## src/rtl/blockram_rr_arbiter_if.sv

```systemverilog
// Client-side bundle for the two-port block RAM arbiter.
// master = the client engines, slave = the arbiter.
interface blockram_rr_arbiter_if #(
    parameter int blockLength     = 32,
    parameter int addressBitWidth = 6
);
    logic                       req0;
    logic                       we0;
    logic [addressBitWidth-1:0] addr0;
    logic [blockLength-1:0]     wdata0;
    logic                       gnt0;
    logic                       rvalid0;
    logic [blockLength-1:0]     rdata0;

    logic                       req1;
    logic                       we1;
    logic [addressBitWidth-1:0] addr1;
    logic [blockLength-1:0]     wdata1;
    logic                       gnt1;
    logic                       rvalid1;
    logic [blockLength-1:0]     rdata1;

    modport master (
        output req0, we0, addr0, wdata0,
        output req1, we1, addr1, wdata1,
        input  gnt0, rvalid0, rdata0,
        input  gnt1, rvalid1, rdata1
    );

    modport slave (
        input  req0, we0, addr0, wdata0,
        input  req1, we1, addr1, wdata1,
        output gnt0, rvalid0, rdata0,
        output gnt1, rvalid1, rdata1
    );
endinterface

```

## src/rtl/blockram_rr_arbiter.sv

```systemverilog
// Round-robin sharing of one single-port sync-read block RAM between two clients.
// Define BLOCKRAM_CLEAR_ON_RESET_EN to sweep CLEAR_VALUE into every word after reset.
module blockram_rr_arbiter #(
    parameter int                     blockLength     = 32,
    parameter int                     memDepth        = 64,
    parameter int                     addressBitWidth = 6,
    parameter logic [blockLength-1:0] CLEAR_VALUE     = '0
) (
    input  logic                       clock,
    input  logic                       reset,
    blockram_rr_arbiter_if.slave       cl,
    output logic                       mem_we,
    output logic [addressBitWidth-1:0] mem_addr,
    output logic [blockLength-1:0]     mem_din,
    input  logic [blockLength-1:0]     mem_dout,
    output logic                       busy
);

    logic arb_en;
    logic gnt0, gnt1;
    logic ptr_q, ptr_d;          // 1 = port 1 has priority on a tie
    logic rvalid0_q, rvalid0_d;
    logic rvalid1_q, rvalid1_d;

`ifdef BLOCKRAM_CLEAR_ON_RESET_EN
    typedef enum logic {ST_CLEAR, ST_ARB} state_t;

    localparam logic [addressBitWidth-1:0] CLR_LAST = addressBitWidth'(memDepth - 1);

    state_t                     state_q, state_d;
    logic [addressBitWidth-1:0] clr_cnt_q, clr_cnt_d;

    always_ff @(posedge clock) begin
        if (reset) begin
            state_q   <= ST_CLEAR;
            clr_cnt_q <= '0;
        end else begin
            state_q   <= state_d;
            clr_cnt_q <= clr_cnt_d;
        end
    end

    always_comb begin
        state_d   = state_q;
        clr_cnt_d = clr_cnt_q;
        busy      = 1'b0;
        arb_en    = 1'b0;
        case (state_q)
            ST_CLEAR: begin
                busy = 1'b1;
                if (clr_cnt_q == CLR_LAST) begin
                    state_d   = ST_ARB;
                    clr_cnt_d = '0;
                end else begin
                    clr_cnt_d = clr_cnt_q + 1'b1;
                end
            end
            ST_ARB: arb_en = !reset;
            default: state_d = ST_CLEAR;
        endcase
    end
`else
    logic unused_clear_value;

    // No sweep: CLEAR_VALUE has no effect in this build.
    assign unused_clear_value = ^CLEAR_VALUE;
    assign busy               = 1'b0;
    assign arb_en             = !reset;
`endif

    // Tie goes to the port not granted last; a lone requester always wins.
    always_comb begin
        gnt0 = 1'b0;
        gnt1 = 1'b0;
        if (arb_en) begin
            if (cl.req0 && (!cl.req1 || !ptr_q)) gnt0 = 1'b1;
            else if (cl.req1)                    gnt1 = 1'b1;
        end
    end

    always_comb begin
        mem_we   = 1'b0;
        mem_addr = cl.addr0;
        mem_din  = cl.wdata0;
`ifdef BLOCKRAM_CLEAR_ON_RESET_EN
        if (busy) begin
            mem_we   = !reset;
            mem_addr = clr_cnt_q;
            mem_din  = CLEAR_VALUE;
        end
`endif
        if (gnt1) begin
            mem_we   = cl.we1;
            mem_addr = cl.addr1;
            mem_din  = cl.wdata1;
        end else if (gnt0) begin
            mem_we   = cl.we0;
            mem_addr = cl.addr0;
            mem_din  = cl.wdata0;
        end
    end

    always_comb begin
        ptr_d     = ptr_q;
        if (gnt0)      ptr_d = 1'b1;
        else if (gnt1) ptr_d = 1'b0;
        rvalid0_d = gnt0 && !cl.we0;
        rvalid1_d = gnt1 && !cl.we1;
    end

    always_ff @(posedge clock) begin
        if (reset) begin
            ptr_q     <= 1'b0;
            rvalid0_q <= 1'b0;
            rvalid1_q <= 1'b0;
        end else begin
            ptr_q     <= ptr_d;
            rvalid0_q <= rvalid0_d;
            rvalid1_q <= rvalid1_d;
        end
    end

    assign cl.gnt0    = gnt0;
    assign cl.gnt1    = gnt1;
    assign cl.rvalid0 = rvalid0_q;
    assign cl.rvalid1 = rvalid1_q;
    // RAM output is shared; each rvalid says whose data it is this cycle.
    assign cl.rdata0  = mem_dout;
    assign cl.rdata1  = mem_dout;

    a_onehot_gnt : assert property (@(posedge clock) !(gnt0 && gnt1));
    a_no_gnt_busy: assert property (@(posedge clock) busy |-> !(gnt0 || gnt1));
    a_rd_ret0    : assert property (@(posedge clock) disable iff (reset)
                                    (gnt0 && !cl.we0) |=> rvalid0_q);
    a_rd_ret1    : assert property (@(posedge clock) disable iff (reset)
                                    (gnt1 && !cl.we1) |=> rvalid1_q);
    a_addr_range : assert property (@(posedge clock)
                                    !mem_we || (int'(mem_addr) < memDepth));

endmodule

```

## src/flat_wrapper.sv

```systemverilog
// flat-port wrapper written by rule: the top's interface ports become plain ports
module blockram_rr_arbiter_flat 
#(
    parameter int                     blockLength     = 32,
    parameter int                     memDepth        = 64,
    parameter int                     addressBitWidth = 6,
    parameter logic [blockLength-1:0] CLEAR_VALUE     = '0
)
  (clock, reset, mem_we, mem_addr, mem_din, mem_dout, busy, cl_req0, cl_we0, cl_addr0, cl_wdata0, cl_req1, cl_we1, cl_addr1, cl_wdata1, cl_gnt0, cl_rvalid0, cl_rdata0, cl_gnt1, cl_rvalid1, cl_rdata1);
  blockram_rr_arbiter_if #(.blockLength(blockLength), .addressBitWidth(addressBitWidth)) cl_i ();
  input  logic clock;
  input  logic reset;
  output logic mem_we;
  output logic [addressBitWidth-1:0] mem_addr;
  output logic [blockLength-1:0] mem_din;
  input  logic [blockLength-1:0] mem_dout;
  output logic busy;
  input wire logic [$bits(cl_i.req0)-1:0] cl_req0;
  input wire logic [$bits(cl_i.we0)-1:0] cl_we0;
  input wire logic [$bits(cl_i.addr0)-1:0] cl_addr0;
  input wire logic [$bits(cl_i.wdata0)-1:0] cl_wdata0;
  input wire logic [$bits(cl_i.req1)-1:0] cl_req1;
  input wire logic [$bits(cl_i.we1)-1:0] cl_we1;
  input wire logic [$bits(cl_i.addr1)-1:0] cl_addr1;
  input wire logic [$bits(cl_i.wdata1)-1:0] cl_wdata1;
  output wire logic [$bits(cl_i.gnt0)-1:0] cl_gnt0;
  output wire logic [$bits(cl_i.rvalid0)-1:0] cl_rvalid0;
  output wire logic [$bits(cl_i.rdata0)-1:0] cl_rdata0;
  output wire logic [$bits(cl_i.gnt1)-1:0] cl_gnt1;
  output wire logic [$bits(cl_i.rvalid1)-1:0] cl_rvalid1;
  output wire logic [$bits(cl_i.rdata1)-1:0] cl_rdata1;
  assign cl_i.req0 = cl_req0;
  assign cl_i.we0 = cl_we0;
  assign cl_i.addr0 = cl_addr0;
  assign cl_i.wdata0 = cl_wdata0;
  assign cl_i.req1 = cl_req1;
  assign cl_i.we1 = cl_we1;
  assign cl_i.addr1 = cl_addr1;
  assign cl_i.wdata1 = cl_wdata1;
  assign cl_gnt0 = cl_i.gnt0;
  assign cl_rvalid0 = cl_i.rvalid0;
  assign cl_rdata0 = cl_i.rdata0;
  assign cl_gnt1 = cl_i.gnt1;
  assign cl_rvalid1 = cl_i.rvalid1;
  assign cl_rdata1 = cl_i.rdata1;
  blockram_rr_arbiter #(.blockLength(blockLength), .memDepth(memDepth), .addressBitWidth(addressBitWidth), .CLEAR_VALUE(CLEAR_VALUE)) u_core (.clock(clock), .reset(reset), .cl(cl_i), .mem_we(mem_we), .mem_addr(mem_addr), .mem_din(mem_din), .mem_dout(mem_dout), .busy(busy));
endmodule
```

## config.mk

```make
export PLATFORM = sky130hd
export DESIGN_NAME = blockram_rr_arbiter_flat
export DESIGN_NICKNAME = d
export VERILOG_FILES = /design/src/rtl/blockram_rr_arbiter_if.sv /design/src/rtl/blockram_rr_arbiter.sv /design/src/flat_wrapper.sv
export SDC_FILE = /design/constraint.sdc
export NUM_CORES = 1
export LEC_CHECK = 0
export ABC_AREA = 1
export CORE_AREA = 2 2 87 89
export DETAILED_ROUTE_END_ITERATION = 12
export DIE_AREA = 0 0 89 91
export GPL_TIMING_DRIVEN = 0
export PLACE_DENSITY = 0.85
export SLEW_MARGIN = 25
export SYNTH_ARGS = -nofsm -noshare
export SYNTH_HDL_FRONTEND = slang
export SYNTH_SLANG_ARGS = --single-unit
```

## constraint.sdc

```tcl
create_clock -name clock -period 1.2 [get_ports clock]
set_input_delay 0.36 -clock clock [delete_from_list [all_inputs] [get_ports clock]]
set_output_delay 0.36 -clock clock [all_outputs]
set_load 0.005 [all_outputs]
```

* Word-level counts from Yosys, hierarchy flattened
Cells that the tools add are included.
** Word-level totals
- Input bits :: 114
- Output and inout bits :: 108
- Word-level logic and storage cells :: 23
- Flip-flop bits (word level) :: 3
** Operators by class
- Reductions and logical operators :: 9
- Muxes and demuxes :: 11
** Operators with widths (count)
- $mux W32 :: 1
- $mux W1 :: 9
- $mux W6 :: 1
- $logic_not A1 Y1 :: 4
- $logic_and A1 B1 Y1 :: 3
- $reduce_bool A2 Y1 :: 1
- $logic_or A1 B1 Y1 :: 1

* Longest topological paths before layout
Gate-level depths: netlist of the first run.
- Depth in word-level cells :: 7
- Gate-level depth with buffers :: 6
- Depth with buffers taken out :: 5

* Least setup slack after synthesis of the first run
No wires, ideal clock.
- Path type :: input port to output port
- From :: input cl_req1
- To :: output mem_din[22]
- Cell stages on the path :: 6
- Slack :: -0.033 ns
- Data arrival time :: 0.873 ns
- Data required time :: 0.840 ns
- Buffers on the path :: 2
- Path through :: inv_2 -> nor2_4 -> buf_6 -> buf_8 -> nand3_2 -> nand2_1
** Between the ends
- Cells in the longest elaborated chain, start to end :: 6
- Elaborated cells between the ends (all ways) :: 7
- Those cells by class :: mux: 4; reduce/logical: 3
** RTL lines
- from (decl) :: RTL line flat_wrapper.sv:22 : input wire logic [$bits(cl_i.req1)-1:0] cl_req1;
- $logic_not A1 Y1 :: RTL line blockram_rr_arbiter.sv:76 : if (cl.req0 && (!cl.req1 || !ptr_q)) gnt0 = 1'b1;
- $logic_or A1 B1 Y1 :: RTL line blockram_rr_arbiter.sv:76
- $logic_and A1 B1 Y1 :: RTL line blockram_rr_arbiter.sv:76
- $mux W1 (*) :: RTL line blockram_rr_arbiter.sv:76
- $mux W1 (*) :: RTL line blockram_rr_arbiter.sv:75 : if (arb_en) begin
- $mux W32 (*) :: RTL line blockram_rr_arbiter.sv:92 : if (gnt1) begin
- to (decl) :: RTL line flat_wrapper.sv:15 : output logic [blockLength-1:0] mem_din;
Every way passes the cells marked *; elsewhere a longest branch is shown, timed or not.

* Worst setup path in the final report of the first run
- From :: input reset
- To :: output mem_din[28]
** Between the ends
- Cells in the longest elaborated chain, start to end :: 2
** RTL lines
- from (decl) :: RTL line flat_wrapper.sv:12 : input logic reset;
- $mux W1 :: RTL line blockram_rr_arbiter.sv:75
- $mux W32 :: RTL line blockram_rr_arbiter.sv:92
No other way between the ends.

==> results of run 1 <==
-- routing by layer --
metal / routed length [um] / vias up
met1: 2444 / 940
met5: 0 / -
met4: 121 / 0
met2: 3891 / 106
li1: - / 1051
met3: 447 / 11
-- cells in the mapped netlist --
cell type  instances  area share
nor3_1             1      0.0040
nand4_1            1      0.0050
inv_2              3      0.0090
nor2_4             1      0.0090
buf_8              1       0.012
inv_1              2      0.0060
nand3_2           10       0.080
a21oi_1            1      0.0040
nand3_1           29        0.12
buf_6              2       0.018
nand2_4            1      0.0090
buf_2              7       0.028
conb_1             1      0.0030
buf_4             67        0.40
nor2_1             2      0.0060
dfxtp_1            3       0.048
nand2_1           80        0.24
-- cell type report --
type | count | area (um^2)
Fill cell | 720 | 3428
Timing Repair Buffer | 224 | 2053
Multi-Input combinational cell | 127 | 787.0
Buffer | 75 | 616.8
Tap cell | 99 | 123.9
Sequential cell | 3 | 61.31
Clock buffer | 4 | 45.04
Inverter | 5 | 21.27
-- power by group --
part | switching [W] | total (W) | internal [W]
Clock | 0.0000819 | 0.000310 | 0.000228
Combinational | 0.000446 | 0.00128 | 0.000831
Sequential | 0.00000251 | 0.000109 | 0.000106
Total | 0.000530 | 0.00170 | 0.00116
-- placed cells by master, fill, tap and decap left out, types with 6 or more instances in the layout --
master            n
clkdlybuf4s50_1  78
nand2_1          40
dlygate4sd2_1    66
nand3_2          21
buf_8             6
nand3_1          17
nand2_2          37
buf_2            34
buf_6            23
buf_4            80
-- what timing repair did --
action                     in CTS  in global routing
hold buffers                    0                  0
resized for setup             299                 50
gates cloned                    5                  1
buffers inserted               25                  7
setup endpoints to repair     108                 42
pin swaps                      12                 22
-- per-stage QoR --
step | power, W | area (um^2) | worst slack (ns) | setup TNS, ns
2_1_floorplan | 0.0005111 | 1250 | -0.03266 | -0.3196
4_1_cts | 0.001634 | 3565 | -0.5148 | -17.80
5_1_grt | 0.001812 | 3709 | -0.5552 | -18.58
3_3_place_gp | 0.001263 | 3256 | -1.195 | -51.64
3_5_place_dp | 0.001281 | 3256 | -1.213 | -52.80
6_report | 0.001695 | 3709 | -0.5014 | -16.63
-- worst max-delay path by stage --
stage,to,slack (ns),cells past startpoint
final,mem_din[28],-0.50,9
after global routing,mem_din[28],-0.56,8
after CTS,mem_din[26],-0.51,8
after detailed placement,mem_din[22],-1.21,7
after global placement,mem_din[26],-1.19,7
after floorplan,mem_din[22],-0.03,6
-- registers in the layout (all words and copies together), names as in the netlist --
name / count
u_core.cl.rvalid0: 1
u_core.ptr_q: 1
u_core.cl.rvalid1: 1
-- kinds of logic after synthesis --
| kind of cell | after synthesis | synth area share |
|---|---|---|
| AND/OR/NAND/NOR | 125 | 0.4695 |
| buffers and inverters | 82 | 0.4755 |
| AO/OA/AOI/OAI | 1 | 0.004000 |
| other | 1 | 0.003000 |
| flip-flops | 3 | 0.04805 |
-- worst min-delay path: stages --
cell and delay, ns:
buf_6 0.08, inv_1 0.05, nand2_2 0.07, buf_4 0.11, a21oi_1 0.03
==> metrics.md, run 1 <==
| Metric | Value |
|---|---|
| FP Rows | `31` |
| Num CTS Buffers | `3` |
| Hold path startpoint | `reset` |
| Final setup fails | `41` |
| Type of origin of the critical path | `primary input` |
| Leakage | `about 1.9 nW` |
| Core Util, Final | `0.5196` |
| Violated checks | `setup timing` |
| Crit Path Max Fanout | `7` |
| RSZ-0062 raised after global routing | `true` |
| Global Route met1 Usage | `0.1630` |
| DRT Pass-1 Iters | `4` |
| Area Overhead vs Synth | `196.7%` |
| CTS root buf | `clkbuf_8` |
| # clock sinks | `3` |
| Cell mode on critical path | `buf_6` |
| Fmax | `587.7 MHz` |
| WHS | `0.5200 ns` |
| Final slew viol count | `0` |
| Placer congestion estimate | `0.7684` |
| R2R setup slack | `0.08 ns` |
| # IOs | `around 220` |
| Share of post-route cells with drive strength above 1 | `0.5160` |
| Critical path startpoint | `reset` |
| Worst setup EP type | `primary output` |
| Post-synth design cell area | `1250 um^2` |
| Hold crit path type | `primary input to flop` |
| DP HPWL | `between 5000 and 6000 um` |
| Worst IR Drop VDD | `0.0001778 V` |
| Final period util | `1.418` |
| Crit Path Category | `primary input to primary output` |
| Clock Skews | `0.001200 ns` |
| Worst Path Required | `0.84 ns` |
| Final setup margin | `-0.5014 ns` |
| Clk slew on worst S/H paths | `0.03 ns` |
| ANT cells | `0` |
| CP arrival | `1.34 ns` |
| FF-to-FF path depth | `7` |
| CP cell instances | `buf_6 -> nor2_4 -> buf_6 -> nand2_8 -> buf_8 -> buf_6 -> nand2_1 -> nand2_1 -> buf_2` |
| Hold path depth | `5` |
| Via total after detailed routing | `2108` |
| Number of nets in the layout | `553` |
| Critical path's slowest cell | `nor2_4` |
| Pwr Density | `457.1 nW/um^2` |
| Final hold vios | `0` |
| WP buf/inv | `5` |
| CTS tree | `yes` |
| Post-Synthesis Cells | `212` |
| MaxCap Viol Count | `0` |
| Die Area | `8099 um^2` |
| Hold endpoint | `u_core.ptr_q$_SDFFE_PP0P_` |
| WL/cell | `12.86 um` |
| Final Instance Count excl. Fillers | `537` |
| CP max stage delay | `0.16 ns` |
| Initial antenna violation count | `0` |
| Initial DRC count | `45` |
| Average vias per placed instance | `roughly 4` |
| Placed insts | `499` |
| Vias in the first global route | `2073` |
| Min Tclk post-route | `1.701 ns` |
| Clock buffer depth | `2` |
| Synthesized Nets | `326` |
| Count of cell types in the netlist | `17` |
| First-pass GRT wire length | `9804 um` |
| Final ANT Viol Nets | `0` |
| Syn_area_per_cell | `5.896 um^2` |
| Clk Latency, worst-skew pair | `0.22 ns` |
| Core Area | `7137 um^2` |
| GRT Overall Usage | `0.1518` |
| Sequential share of the synthesized area | `0.04805` |
| H-tree levels | `1` |
| Die height | `around 91 um` |
| Met3 usage | `0.01727` |
| Busiest metal layer after global routing | `met2` |
| Synth warn | `0` |
| Synth Register Bits | `3` |
| Largest net degree at the start of global routing | `11` |
| Status | `finished, violations left` |
| Initial Utilization | `0.1751` |
| Total gr overflow | `0` |
| Number of port buffers | `approximately 190` |
| Worst path top cell family by delay | `buffers and inverters` |
| Final wirelength | `6904 um` |
| Met2 Use GR | `0.2960` |
| DRC errors left | `0` |
| R2R Path Start | `u_core.ptr_q$_SDFFE_PP0P_` |
| Die width | `89 um` |
| R2r endpoint | `u_core.cl.rvalid1$_SDFF_PP0_` |
Power figures use the tool's default switching activity.
==> run 2, diff against run 1 <==
==> constraint.sdc (replaced) <==
create_clock -name clock -period 1.2 [get_ports clock]
set_input_delay 0.24 -clock clock [delete_from_list [all_inputs] [get_ports clock]]
set_output_delay 0.24 -clock clock [all_outputs]
set_load 0.005 [all_outputs]
==> run 2 against run 1 <==
Combinational power rose by 8%; total power rose by 5.5%; the flow still finishes with violations (setup timing); worst hold slack got worse by 0.11 ns; sequential power barely moved; largest cell class unchanged; die area did not move; sequential cell count did not move; clock power fell by 5%; cell area rose by 4.3%; sequential share of layout area fell by 0.067 points; via count rose by 0.57%; count of clock-buffer cells in the layout did not move.
==> metrics.md, run 2 (synthesis results as in run 1) <==
| Metric | Value |
|---|---|
| Status | `finished, violations left (unchanged)` |
| Violated checks | `setup timing (unchanged)` |
| CTS tree | `yes (unchanged)` |
| Area Overhead vs Synth | `209.3% (was 196.7%)` |
| CTS root buf | `clkbuf_8 (unchanged)` |
| Initial antenna violation count | `0 (unchanged)` |
| WHS | `0.4149 ns (was 0.5200 ns)` |
| Final setup fails | `41 (unchanged)` |
| Fmax | `633.5 MHz (was 587.7 MHz)` |
| Placer congestion estimate | `0.7667 (was 0.7684)` |
| Die height | `91 um (unchanged)` |
| Final slew viol count | `0 (unchanged)` |
| Leakage | `1.858 nW (was 1.921 nW)` |
| Vias in the first global route | `2180 (was 2073)` |
| Fillers | `675 (was 720)` |
| Most frequent cells in the layout | `142 x clkdlybuf4s50_1, 77 x buf_4, 40 x nand2_1 (was 80 x buf_4, 78 x clkdlybuf4s50_1, 66 x dlygate4sd2_1)` |
| Reg area | `61.31 um^2 (unchanged)` |
| Clk slew on worst S/H paths | `0.03 ns (about the same)` |
| Clock Skews | `0.0003289 ns (was 0.001200 ns)` |
| # clock sinks | `3 (unchanged)` |
| Crit Path Max Fanout | `5 (was 7)` |
| MaxCap Viol Count | `0 (unchanged)` |
| Via total after detailed routing | `2120 (was 2108)` |
| Average vias per placed instance | `3.963 (was 3.926)` |
| Most common cell after layout, fill and taps aside | `clkdlybuf4s50_1 (was buf_4)` |
| Top sig layer | `met4 (unchanged)` |
| Final hold vios | `0 (unchanged)` |
| Pwr Density | `462.4 nW/um^2 (was 457.1 nW/um^2)` |
| DRT Pass-1 Iters | `3 (was 4)` |
| Worst setup EP type | `primary output (unchanged)` |
| Worst Path Required | `0.96 ns (was 0.84 ns)` |
| CP arrival | `1.34 ns (about the same)` |
| Initial DRC count | `23 (was 45)` |
| Type of origin of the critical path | `flop (was primary input)` |
| Total gr overflow | `0 (unchanged)` |
| # IOs | `222 (unchanged)` |
| Power, Total | `0.001788 W (was 0.001695 W)` |
| Routed wl met3 | `492 um (was 447 um)` |
| Metal1 wirelength | `2263 um (was 2444 um)` |
| RSZ-0062 raised after global routing | `true (unchanged)` |
| Die width | `89 um (unchanged)` |
| Num CTS Buffers | `3 (unchanged)` |
| Crit Path Category | `flop to primary output (was primary input to primary output)` |
| First-pass GRT wire length | `10180 um (was 9804 um)` |
| Worst IR Drop VDD | `0.0002866 V (was 0.0001778 V)` |
| Core Area | `7137 um^2 (unchanged)` |
| Final setup margin | `-0.3785 ns (was -0.5014 ns)` |
| Final wirelength | `6920 um (was 6904 um)` |
| Number of nets in the layout | `551 (was 553)` |
| H-tree levels | `1 (unchanged)` |
| Die Area | `8099 um^2 (unchanged)` |
| ANT cells | `0 (unchanged)` |
| WL/cell | `12.93 um (was 12.86 um)` |
| Number of port buffers | `188 (unchanged)` |
| Min Tclk post-route | `1.578 ns (was 1.701 ns)` |
| Post-CTS Hold Buffers | `0 (unchanged)` |
| Largest net degree at the start of global routing | `11 (unchanged)` |
| Hold crit path type | `primary input to flop (unchanged)` |
| GRT Overall Usage | `0.1556 (was 0.1518)` |
| Final ANT Viol Nets | `0 (unchanged)` |
| Final period util | `1.315 (was 1.418)` |
| FP Rows | `31 (unchanged)` |
| Clock buffer depth | `2 (unchanged)` |
| DP HPWL | `5087 um (was 5076 um)` |
| Multi-input gate area | `859.6 um^2 (was 787.0 um^2)` |
| Share of post-route cells with drive strength above 1 | `0.5275 (was 0.5160)` |
| WL met2 | `4026 um (was 3891 um)` |
| DRC errors left | `0 (unchanged)` |
| Clk Latency, worst-skew pair | `0.21 ns (was 0.22 ns)` |
| Initial Utilization | `0.1751 (unchanged)` |
[run 2: final cells by class]
type / count / share of cell area
flip-flops and latches: 3 / 0.01586
plain buffers: 74 / 0.1589
multi-input cells: 127 / 0.2223
repair buffers: 223 / 0.5531
well taps: 99 / 0.03204
clock buffers: 4 / 0.01165
inverters: 5 / 0.006149
[run 2: metrics by stage]
stage,instance area (um^2),util,setup WS (ns),setup TNS (ns),std cells
floorplan,1250,-,0.1018,0,212
global placement,3256,0.4562,-0.9525,-36.53,499
detailed placement,3256,0.4562,-0.9831,-37.30,499
CTS,3731,0.5228,-0.4836,-14.53,538
global route,3866,0.5417,-0.4483,-14.98,535
finish,3866,0.5417,-0.3785,-12.25,535
[run 2: report_power, final]
group / internal (W) / switching, W
Sequential: 0.000106 / 0.00000230
Clock: 0.000227 / 0.0000681
Combinational: 0.000917 / 0.000467
Total: 0.00125 / 0.000538
[run 2: per-layer routing]
layer / vias up / track usage
met2: 106 / 0.3178
li1: 1048 / -
met5: - / 0
met3: 12 / 0.02091
met4: 0 / 0.03234
met1: 954 / 0.1603
[run 2: worst paths after layout]
check                                 start  slack (ns)  cells after the start                      endpoint
setup reg to reg  u_core.ptr_q$_SDFFE_PP0P_        0.11                      7  u_core.cl.rvalid1$_SDFF_PP0_
hold / removal                      cl_req1        0.41                      5     u_core.ptr_q$_SDFFE_PP0P_
setup / recovery  u_core.ptr_q$_SDFFE_PP0P_       -0.38                      8                   mem_addr[5]
hold reg to reg   u_core.ptr_q$_SDFFE_PP0P_        0.50                      2     u_core.ptr_q$_SDFFE_PP0P_
[run 2: critical path, cell delays in order, from the launching register on]
cell and delay, ns:
dfxtp_2 0.31, inv_2 0.07, nand2_4 0.09, buf_8 0.16, buf_6 0.13, buf_12 0.13, nand3_2 0.05, nand2_1 0.05
buf_2 0.12
[run 2: timing repair]
item	in CTS	in global routing
cloned	7	0
pin swaps	45	26
gates resized for setup	239	65
setup buffers	28	2
endpoints found under the hold margin	0	0
endpoints found under the setup margin	44	41
